**src/rtl/keypad_matrix_scanner.sv**
```systemverilog
// rtl/keypad_matrix_scanner.sv - ROWS x COLS keypad scanner with debounce and event FIFO
// Optional auto-repeat of the held key is compiled in with `define KEYPAD_REPEAT_EN.
module keypad_matrix_scanner #(
  parameter int unsigned ROWS            = 4,
  parameter int unsigned COLS            = 4,
  parameter int unsigned SETTLE_CYCLES   = 1000,
  parameter int unsigned DEBOUNCE_FRAMES = 5,
  parameter int unsigned FIFO_DEPTH      = 4
`ifdef KEYPAD_REPEAT_EN
  ,
  parameter int unsigned REPEAT_DELAY_FRAMES  = 50,
  parameter int unsigned REPEAT_PERIOD_FRAMES = 10
`endif
) (
  input  logic                          clk_i,
  input  logic                          rst_ni,
  input  logic [COLS-1:0]               column_i,
  output logic [ROWS-1:0]               row_o,
  output logic [$clog2(ROWS*COLS)-1:0]  key_code_o,
  output logic                          key_valid_o,
  input  logic                          key_ready_i,
  output logic                          key_held_o,
  output logic                          overflow_o
);

  localparam int unsigned IDX_W = $clog2(ROWS*COLS);
  localparam int unsigned RW    = $clog2(ROWS);
  localparam int unsigned SW    = $clog2(SETTLE_CYCLES);
  localparam int unsigned DW    = $clog2(DEBOUNCE_FRAMES + 1);
  localparam int unsigned DW1   = DW + 1;
  localparam int unsigned PW    = $clog2(FIFO_DEPTH);
  localparam logic [DW:0] D_FULL = DW1'(DEBOUNCE_FRAMES);

  typedef enum logic [1:0] {
    S_RELEASED,
    S_PRESS_PEND,
    S_HELD,
    S_REL_PEND
  } state_e;

  // Column synchroniser; idle level of an open contact is high.
  logic [COLS-1:0] col_s1_q, col_s2_q;

  always_ff @(posedge clk_i or negedge rst_ni) begin
    if (!rst_ni) begin
      col_s1_q <= '1;
      col_s2_q <= '1;
    end else begin
      col_s1_q <= column_i;
      col_s2_q <= col_s1_q;
    end
  end

  // row_q is all ones only in the single idle cycle after reset, so scanning starts cleanly at row 0.
  logic [ROWS-1:0] row_q, row_d;
  logic [RW-1:0]   slot_q, slot_d;
  logic [SW-1:0]   set_q, set_d;
  logic            scanning, slot_last, frame_end;

  always_comb begin
    slot_d    = slot_q;
    set_d     = set_q;
    scanning  = ~&row_q;
    slot_last = scanning && (set_q == SW'(SETTLE_CYCLES - 1));
    frame_end = slot_last && (slot_q == RW'(ROWS - 1));
    if (scanning) begin
      if (slot_last) begin
        set_d  = '0;
        slot_d = (slot_q == RW'(ROWS - 1)) ? '0 : slot_q + RW'(1);
      end else begin
        set_d = set_q + SW'(1);
      end
    end
    row_d = ~(ROWS'(1) << slot_d);
  end

  always_ff @(posedge clk_i or negedge rst_ni) begin
    if (!rst_ni) begin
      row_q  <= '1;
      slot_q <= '0;
      set_q  <= '0;
    end else begin
      row_q  <= row_d;
      slot_q <= slot_d;
      set_q  <= set_d;
    end
  end

  // Lowest low column in the current slot, encoded as a linear index.
  logic             samp_hit;
  logic [IDX_W-1:0] samp_idx;

  always_comb begin
    samp_hit = 1'b0;
    samp_idx = '0;
    for (int c = COLS - 1; c >= 0; c--) begin
      if (!col_s2_q[c]) begin
        samp_hit = 1'b1;
        samp_idx = IDX_W'(slot_q) * IDX_W'(COLS) + IDX_W'(c);
      end
    end
  end

  // Slots are visited in ascending order, so the first hit of a frame is its lowest index.
  logic             acc_hit_q;
  logic [IDX_W-1:0] acc_idx_q;
  logic             res_hit;
  logic [IDX_W-1:0] res_idx;

  assign res_hit = acc_hit_q | samp_hit;
  assign res_idx = acc_hit_q ? acc_idx_q : samp_idx;

  always_ff @(posedge clk_i or negedge rst_ni) begin
    if (!rst_ni) begin
      acc_hit_q <= 1'b0;
      acc_idx_q <= '0;
    end else if (frame_end) begin
      acc_hit_q <= 1'b0;
      acc_idx_q <= '0;
    end else if (slot_last && !acc_hit_q && samp_hit) begin
      acc_hit_q <= 1'b1;
      acc_idx_q <= samp_idx;
    end
  end

  state_e           state_q, state_d;
  logic [IDX_W-1:0] cand_q, cand_d;
  logic [DW-1:0]    dcnt_q, dcnt_d;
  logic [DW:0]      dcnt_inc;
  logic             hit_same;
  logic             push;
  logic [IDX_W-1:0] push_data;

`ifdef KEYPAD_REPEAT_EN
  localparam int unsigned REP_MAX = (REPEAT_DELAY_FRAMES > REPEAT_PERIOD_FRAMES) ?
                                    REPEAT_DELAY_FRAMES : REPEAT_PERIOD_FRAMES;
  localparam int unsigned RPW = $clog2(REP_MAX + 1);
  logic [RPW-1:0] rep_cnt_q, rep_cnt_d, rep_inc;
  logic           rep_phase_q, rep_phase_d;
`endif

  always_comb begin
    state_d   = state_q;
    cand_d    = cand_q;
    dcnt_d    = dcnt_q;
    push      = 1'b0;
    push_data = cand_q;
    dcnt_inc  = {1'b0, dcnt_q} + DW1'(1);
    hit_same  = res_hit && (res_idx == cand_q);
`ifdef KEYPAD_REPEAT_EN
    rep_cnt_d   = rep_cnt_q;
    rep_phase_d = rep_phase_q;
    rep_inc     = rep_cnt_q + RPW'(1);
`endif
    if (frame_end) begin
      unique case (state_q)
        S_RELEASED: begin
          if (res_hit) begin
            cand_d = res_idx;
            dcnt_d = DW'(1);
            if (DEBOUNCE_FRAMES == 1) begin
              state_d   = S_HELD;
              push      = 1'b1;
              push_data = res_idx;
              dcnt_d    = '0;
            end else begin
              state_d = S_PRESS_PEND;
            end
          end
        end
        S_PRESS_PEND: begin
          if (!res_hit) begin
            state_d = S_RELEASED;
            dcnt_d  = '0;
          end else if (res_idx != cand_q) begin
            cand_d = res_idx;
            dcnt_d = DW'(1);
          end else if (dcnt_inc >= D_FULL) begin
            state_d = S_HELD;
            push    = 1'b1;
            dcnt_d  = '0;
          end else begin
            dcnt_d = dcnt_inc[DW-1:0];
          end
        end
        S_HELD: begin
          if (!hit_same) begin
            state_d = (DEBOUNCE_FRAMES == 1) ? S_RELEASED : S_REL_PEND;
            dcnt_d  = (DEBOUNCE_FRAMES == 1) ? '0 : DW'(1);
          end else begin
`ifdef KEYPAD_REPEAT_EN
            if (rep_inc == (rep_phase_q ? RPW'(REPEAT_PERIOD_FRAMES) : RPW'(REPEAT_DELAY_FRAMES))) begin
              push        = 1'b1;
              rep_cnt_d   = '0;
              rep_phase_d = 1'b1;
            end else begin
              rep_cnt_d = rep_inc;
            end
`endif
          end
        end
        S_REL_PEND: begin
          if (hit_same) begin
            state_d = S_HELD;
            dcnt_d  = '0;
          end else if (dcnt_inc >= D_FULL) begin
            state_d = S_RELEASED;
            dcnt_d  = '0;
          end else begin
            dcnt_d = dcnt_inc[DW-1:0];
          end
        end
        default: state_d = S_RELEASED;
      endcase
    end
`ifdef KEYPAD_REPEAT_EN
    // Repeat timing restarts from zero every time HELD is (re)entered.
    if (state_d != S_HELD) begin
      rep_cnt_d   = '0;
      rep_phase_d = 1'b0;
    end
`endif
  end

  always_ff @(posedge clk_i or negedge rst_ni) begin
    if (!rst_ni) begin
      state_q <= S_RELEASED;
      cand_q  <= '0;
      dcnt_q  <= '0;
    end else begin
      state_q <= state_d;
      cand_q  <= cand_d;
      dcnt_q  <= dcnt_d;
    end
  end

`ifdef KEYPAD_REPEAT_EN
  always_ff @(posedge clk_i or negedge rst_ni) begin
    if (!rst_ni) begin
      rep_cnt_q   <= '0;
      rep_phase_q <= 1'b0;
    end else begin
      rep_cnt_q   <= rep_cnt_d;
      rep_phase_q <= rep_phase_d;
    end
  end
`endif

  // Event FIFO; the extra pointer bit separates full from empty.
  logic [IDX_W-1:0] mem_q [FIFO_DEPTH];
  logic [PW:0]      wr_ptr_q, rd_ptr_q;
  logic             ovf_q;
  logic             fifo_empty, fifo_full, pop, wr_en;

  assign fifo_empty = (wr_ptr_q == rd_ptr_q);
  assign fifo_full  = (wr_ptr_q[PW] != rd_ptr_q[PW]) && (wr_ptr_q[PW-1:0] == rd_ptr_q[PW-1:0]);
  assign pop        = !fifo_empty && key_ready_i;
  assign wr_en      = push && (!fifo_full || pop);

  always_ff @(posedge clk_i or negedge rst_ni) begin
    if (!rst_ni) begin
      for (int i = 0; i < FIFO_DEPTH; i++) begin
        mem_q[i] <= '0;
      end
      wr_ptr_q <= '0;
      rd_ptr_q <= '0;
      ovf_q    <= 1'b0;
    end else begin
      if (wr_en) begin
        mem_q[wr_ptr_q[PW-1:0]] <= push_data;
        wr_ptr_q                <= wr_ptr_q + DW1'(0) + (PW+1)'(1);
      end
      if (pop) begin
        rd_ptr_q <= rd_ptr_q + (PW+1)'(1);
      end
      if (push && !wr_en) begin
        ovf_q <= 1'b1;
      end
    end
  end

  assign row_o       = row_q;
  assign key_code_o  = mem_q[rd_ptr_q[PW-1:0]];
  assign key_valid_o = !fifo_empty;
  assign key_held_o  = (state_q == S_HELD) || (state_q == S_REL_PEND);
  assign overflow_o  = ovf_q;

endmodule

```
**config.mk**
```make
export PLATFORM = sky130hd
export DESIGN_NAME = keypad_matrix_scanner
export DESIGN_NICKNAME = d
export VERILOG_FILES = /design/src/rtl/keypad_matrix_scanner.sv
export SDC_FILE = /design/constraint.sdc
export NUM_CORES = 1
export LEC_CHECK = 0
export CORE_ASPECT_RATIO = 1.2
export CORE_UTILIZATION = 35
export CTS_CLUSTER_DIAMETER = 120
export DETAILED_ROUTE_END_ITERATION = 10
export MAX_ROUTING_LAYER = met4
export PLACE_DENSITY = 0.57
export SYNTH_ARGS = -nofsm -noshare
export SYNTH_HDL_FRONTEND = slang
export SYNTH_SLANG_ARGS = --single-unit
```
**constraint.sdc**
```tcl
create_clock -name clk_i -period 2.1 [get_ports clk_i]
set_input_delay 0.42 -clock clk_i [delete_from_list [all_inputs] [get_ports clk_i]]
set_output_delay 0.42 -clock clk_i [all_outputs]
set_load 0.02 [all_outputs]
```
==> metrics.txt, run 1 <==
run status=complete, but fails checks; failing checks=setup timing; area grow syn2layout=37.3%; CTS max path bufs=2; Worst EP required=2.32 ns; vias in the first global route=approximately 2.4k; multi-input logic area=around 1700 sq um; FF-to-FF setup slack=-0.23 ns; initial antenna violation count=0; Residual DRC=0; max cap viols=0; HPWL Detailed=roughly 4.5 mm; number of buffers created by CTS=9; Netlist cell types=57; Final setup viols=27; Syn Area/Cell=approximately 12 sq um; peak fanout along the critical path=5; top-area cell type share of the netlist area=0.396; Cell Chain, Critical Path=nand4_1 -> a41o_1 -> o22ai_4 -> nor3_4 -> buf_6 -> a211o_4 -> mux2_4; final hold violation count=0; first-pass GRT wire length=roughly 11 mm; Power Density=573 nW/um^2; Post-synth top flop=dfrtp_1; Slew Viols, Final=0; Critical R2R Launch=col_s2_q[1]; Port Buf Inserts=17; Syn Std Cell Area=approximately 3100 sq um; reg2reg end=cand_q[3]; Final min period=~2.3 ns; site row count=37; GR Overflow Total=0; overall global routing resource usage=0.158; worst-margin pin slew=roughly 0.57 ns; clock skew=0.0108 ns; final worst slack=-0.230 ns; # hold bufs at CTS=0; Worst setup EP type=register; worst hold slack=0.0694 ns; CTS tree=yes; CP Launch Type=register; clock sinks=61; worst skew pair latency=0.34 ns; YS warnings=0; Detail Route Antenna Nets=0; class of the worst hold path=in -> async; Register Area=1540 sq um; fill count=761; via count=2281; Slew headroom=0.621; Synth area leaders=dfrtp_1, dfstp_2, mux2_2, ha_1, xnor2_1; IO Pins=18; vias per cell=roughly 4.9; Leakage Power=1.93 nW; #FFs+latches synth=between 60 and 70; largest net degree at the start of global routing=29; synthesized netlist cell count=around 270; share of layout cells above drive strength 1=0.416; worst vdd ir=373 uV; number of inserted diodes=0; Synth area leader=dfrtp_1; height of the die=roughly 110 um; CP max stage cell=dfstp_2; critical path data arrival time=about 2.6 ns; Post-layout nets=around 360; Root Driver=clkbuf_8; RSZ-0062 raised after global routing=true; crit path kind=reg -> reg; htree depth=3; Synth async-reset ratio=1.00; chip width=~88 um; CP peak stage delay=about 0.61 ns; Final Core Density=0.496; Detailed Route Iter0 Violations=49; Starting Density=0.361; Final Cycle Share=1.11; Register-to-Register Path Depth=7; core area=approximately 8600 sq um; clk slew on worst S/H paths=~0.08 ns; wire per inst=14.2 um; sequential share of the synthesized area=0.498; Routed WL=6.56 mm; syn_nets=~280; Die ar.=between 9000 and 10000 sq um; EDFF count, synth=0; drt pass-1 iters=4; routability congestion estimate=0.793; Peak Freq=around 430 MHz
[registers in the layout (all words and copies together), names as in the netlist]
name / flops
mem_q: 16
set_q: 10
acc_idx_q: 4
cand_q: 4
col_s1_q: 4
col_s2_q: 4
row_o: 4
dcnt_q: 3
rd_ptr_q: 3
wr_ptr_q: 3
slot_q: 2
state_q: 2
acc_hit_q: 1
overflow_o: 1
[worst max path at each step]
stage | slack, ns | endpoint | from
3_5_place_dp | -0.22 | mem_q[4] | key_ready_i
6_report | -0.23 | cand_q[3] | col_s2_q[1]
4_1_cts | -0.19 | dcnt_q[2] | col_s2_q[0]
5_1_grt | -0.27 | dcnt_q[2] | col_s2_q[0]
2_1_floorplan | -0.03 | cand_q[0] | col_s2_q[0]
3_3_place_gp | -0.20 | dcnt_q[2] | col_s2_q[0]
[report_power, final]
part	leakage, nW	internal [W]	total, W	switching [W]
logic	1.03	0.0000569	0.000121	0.0000638
registers	0.793	0.00119	0.00120	0.00000803
clock network	0.103	0.000665	0.00112	0.000450
[cells in the final DEF, fill, tap and decap left out, types with 3 or more instances in the layout]
master and n:
dfrtp_1 47, buf_4 45, nand2_1 19, mux2_2 16, nor2_1 15, dfstp_2 12, clkdlybuf4s50_1 11, inv_1 10
xnor2_1 10, o21ai_0 10, ha_1 10, a21oi_1 9, clkbuf_8 9, buf_6 9, mux2_4 7, nand3_1 6
nand4_1 5, mux4_2 4, nor3_1 4, nand3_4 4, and3_1 3, nand2b_1 3, mux2i_1 3, or3_1 3
a22oi_1 3, clkdlybuf4s15_1 3
[cell families after synthesis]
family | Yosys count | share of synthesized area
buffers and inverters | 19 | 0.0263
and+or+nand+nor | 81 | 0.142
DFF | 61 | 0.498
muxes | 30 | 0.127
xor gates and xnor gates | 15 | 0.0425
adders and majority gates | 10 | 0.0404
AOI/OAI and AO/OA | 49 | 0.124
[layout make-up]
type	instances	share of cell area
multi-input cells	185	0.399
flip-flops and latches	61	0.363
repair buffers	72	0.146
well taps	117	0.0345
clock buffers	11	0.0309
clock inverters	5	0.0183
inverters	10	0.00884
[metal layers]
| metal | vias up | track usage | wire length (um) | part of all wire |
|---|---|---|---|---|
| li1 | 1122 | - | - | - |
| met1 | 1132 | 0.186 | 2910 | 0.44 |
| met2 | 25 | 0.259 | 3450 | 0.53 |
| met3 | 2 | 0.0419 | 179 | 0.027 |
| met4 | 0 | 0.0539 | 23 | 0.0035 |
| met5 | - | - | 0 | 0 |
[critical path: cells and delay by family (launching register included)]
kind	cells	cell delay [ns]
simple gates	2	0.27
mux	1	0.30
flops	1	0.61
compound gates	3	0.90
buf+inv	1	0.13
[cell usage after synthesis (2+ instances only)]
library cell	n
mux2_4	4
a22oi_1	3
inv_1	10
mux2_2	19
a22o_2	3
nor3_1	5
dfstp_2	12
nand4_1	5
a41o_1	2
nor3b_1	2
nor4_1	3
ha_1	10
a31o_2	2
or3_1	3
nand2b_1	3
and2_1	2
and3_1	3
xnor2_1	11
mux2i_1	3
nand3_1	10
nor2_1	15
a21oi_1	9
a22o_1	2
clkbuf_1	6
o21ai_0	11
nand2_1	21
a221oi_1	2
dfrtp_1	49
mux4_2	4
xor2_1	4
[through the flow]
stage | setup slack, ns | power [W] | instance area (sq um) | std cells | setup TNS, ns
6_report | -0.230 | 0.00243 | 4250 | 461 | -2.84
5_1_grt | -0.271 | 0.00253 | 4250 | 461 | -4.16
4_1_cts | -0.194 | 0.00245 | 4060 | 454 | -3.05
3_5_place_dp | -0.215 | 0.00131 | 3740 | 432 | -4.36
3_3_place_gp | -0.204 | 0.00131 | 3740 | 432 | -3.43
2_1_floorplan | -0.0322 | 0.00124 | 3140 | 265 | -0.491
[what timing repair did]
action	in CTS	in global routing
setup buffers	6	9
resized for setup	21	31
hold endpoints to repair	0	0
pin swaps	7	10
setup endpoints to repair	31	30
No activity file was read; power rests on OpenSTA's default activity.
==> inputs of run 2 (changes only) <==
==> constraint.sdc (replaced) <==
create_clock -name clk_i -period 1.92 [get_ports clk_i]
set_input_delay 0.384 -clock clk_i [delete_from_list [all_inputs] [get_ports clk_i]]
set_output_delay 0.384 -clock clk_i [all_outputs]
set_load 0.02 [all_outputs]
==> run 2 against run 1 <==
Effect of this change: the run still ends with setup timing left; worst setup slack got worse by 0.13 ns; first-iteration DRC count rose by 65%; sequential power rose by 9%; global-route usage rose by 0.94 points; worst hold slack improved by 0.28 ns; critical path type unchanged; largest power group unchanged.
==> metrics.txt, run 2 (synthesis results as in run 1) <==
worst-margin pin slew=0.447 ns (-0.122 ns); Final setup viols=31 (+15%); Die ar.=9220 sq um (unchanged); chip width=87.8 um (unchanged); IO Pins=18 (unchanged); worst skew pair latency=0.34 ns (about the same); final hold violation count=0 (unchanged); clk slew on worst S/H paths=0.07 ns (about the same); class of the worst hold path=reg -> reg; biggest regs=mem_q (16), set_q (10); vias in the first global route=2499 (+4.0%); Net Sw Power=0.000565 W (+8.2%); CP peak stage delay=0.59 ns (-0.02 ns); Register-to-Register Path Depth=7 (unchanged); number of inserted diodes=0 (unchanged); area grow syn2layout=47.9%; routability congestion estimate=0.810 (+2.1%); worst vdd ir=274 uV (-27%); setup TNS=-6.92 ns (-4.09 ns); Worst setup EP type=register; largest net degree at the start of global routing=36 (+24%); Power Density=588 nW/um^2 (+2.6%); Sw Share=0.210 (-0.00458); Final Cycle Share=1.19 (+0.0791); site row count=37 (unchanged); Cell Chain, Critical Path=nand4_1 -> a41o_1 -> o22ai_4 -> nor3_4 -> buf_6 -> a211o_4 -> mux2_4; clock sinks=61 (unchanged); Slew Viols, Final=0 (unchanged); GR Overflow Total=0 (unchanged); Comb power frac=0.048 (-0.002); wire per inst=14.2 um (-0.28%); CTS tree=yes; clock skew=0.00825 ns (-0.00259 ns); number of buffers created by CTS=9 (unchanged); final worst slack=-0.362 ns (-0.132 ns); Post-layout nets=384 (+7.9%); Slew headroom=0.702 (+0.0812); failing checks=setup timing; RSZ-0062 raised after global routing=true; Peak Freq=438 MHz (+2.1%); Clock power frac=0.465 (+0.007); run status=complete, but fails checks; most common cell after layout, fill and taps aside=buf_4; Detailed Route Iter0 Violations=81 (+65%); most frequent cells in the layout=buf_4, dfrtp_1, nand2_1, mux2_4, nor2_1; Worst EP required=2.14 ns (-0.18 ns); worst hold slack=0.349 ns (+0.280 ns); max reg flops=16 (unchanged); drt pass-1 iters=4 (unchanged); initial antenna violation count=0 (unchanged); core area=8560 sq um (unchanged); crit path kind=reg -> reg; Detail Route Antenna Nets=0 (unchanged); first-pass GRT wire length=11.5 mm (+5.3%); peak fanout along the critical path=5 (unchanged); max cap viols=0 (unchanged); CTS max path bufs=2 (unchanged); CP Launch Type=register; share of layout cells above drive strength 1=0.473 (+0.0574); fill count=734 (-3.5%); Leakage Power=2.09 nW (+8.7%); Internal=0.00212 W (+11%); overall global routing resource usage=0.168 (+0.00935); Flop pwr share=0.487 (-0.005); Starting Density=0.361 (unchanged); htree depth=3 (unchanged); CP max stage cell=dfstp_2; Largest Register=mem_q; Residual DRC=0 (unchanged); vias per cell=4.90 (-0.93%); Port Buf Inserts=17 (unchanged); Worst Hold Depth=0; Final min period=2.28 ns (-0.0478 ns); critical path data arrival time=2.51 ns (-0.04 ns); Root Driver=clkbuf_8; height of the die=105 um (unchanged); Routed WL=6.94 mm (+5.8%); HPWL Detailed=4.71 mm (+3.9%); via count=2397 (+5.1%)
run 2: metrics by stage:
stage | util | setup slack [ns] | instances | area [sq um] | total power, W
floorplan | - | -0.212 | 265 | 3140 | 0.00136
global placement | 0.457 | -0.363 | 454 | 3910 | 0.00143
detailed placement | 0.457 | -0.393 | 454 | 3910 | 0.00143
CTS | 0.515 | -0.355 | 485 | 4410 | 0.00273
global route | 0.534 | -0.428 | 489 | 4580 | 0.00281
finish | 0.534 | -0.362 | 489 | 4580 | 0.00269
run 2: timing repair:
item	CTS	global route
gates resized for setup	53	28
pin swaps	14	6
setup endpoints to repair	33	34
hold endpoints to repair	1	0
buffers inserted	15	5
hold buffers	1	0
run 2: layout make-up:
type | instances | area (sq um) | area share
Sequential cell | 61 | 1540 | 0.337
Clock inverter | 4 | 72.6 | 0.0159
Multi-Input combinational cell | 185 | 1770 | 0.388
Tap cell | 117 | 146 | 0.0320
Inverter | 10 | 37.5 | 0.00820
Clock buffer | 12 | 145 | 0.0317
Timing Repair Buffer | 100 | 856 | 0.187
run 2: layer usage:
layer / part of all wire / GRT usage / vias to the layer above
met5: 0 / - / -
met4: 0.018 / 0.0761 / 0
met3: 0.026 / 0.0482 / 9
met2: 0.51 / 0.267 / 31
met1: 0.45 / 0.192 / 1185
li1: - / - / 1172
run 2: worst paths after layout:
kind                              from     endpoint  slack [ns]
setup / recovery           col_s2_q[1]    cand_q[2]       -0.36
hold / removal             col_s1_q[1]  col_s2_q[1]        0.35
setup reg to reg           col_s2_q[1]    cand_q[2]       -0.36
hold reg to reg            col_s1_q[1]  col_s2_q[1]        0.35
max in group asynchronous       rst_ni  col_s1_q[0]        1.11
min in group asynchronous       rst_ni    mem_q[12]        0.38
run 2: power by group through the flow:
stage | Sequential [W] | Combinational (W) | Clock (W)
after global routing | 0.00131 | 0.000141 | 0.00136
after floorplan | 0.00133 | 0.0000291 | 0
after global placement | 0.00133 | 0.0000954 | 0
after detailed placement | 0.00133 | 0.0000968 | 0
final | 0.00131 | 0.000129 | 0.00125
after CTS | 0.00131 | 0.000120 | 0.00130
run 2: worst max-delay path, delay by kind of cell (launching register included):
| family | cells | cell delay (ns) |
|---|---|---|
| multiplexers | 1 | 0.30 |
| AND/OR/NAND/NOR | 2 | 0.24 |
| flip-flops | 1 | 0.59 |
| buffers and inverters | 1 | 0.13 |
| AO/OA/AOI/OAI | 3 | 0.90 |
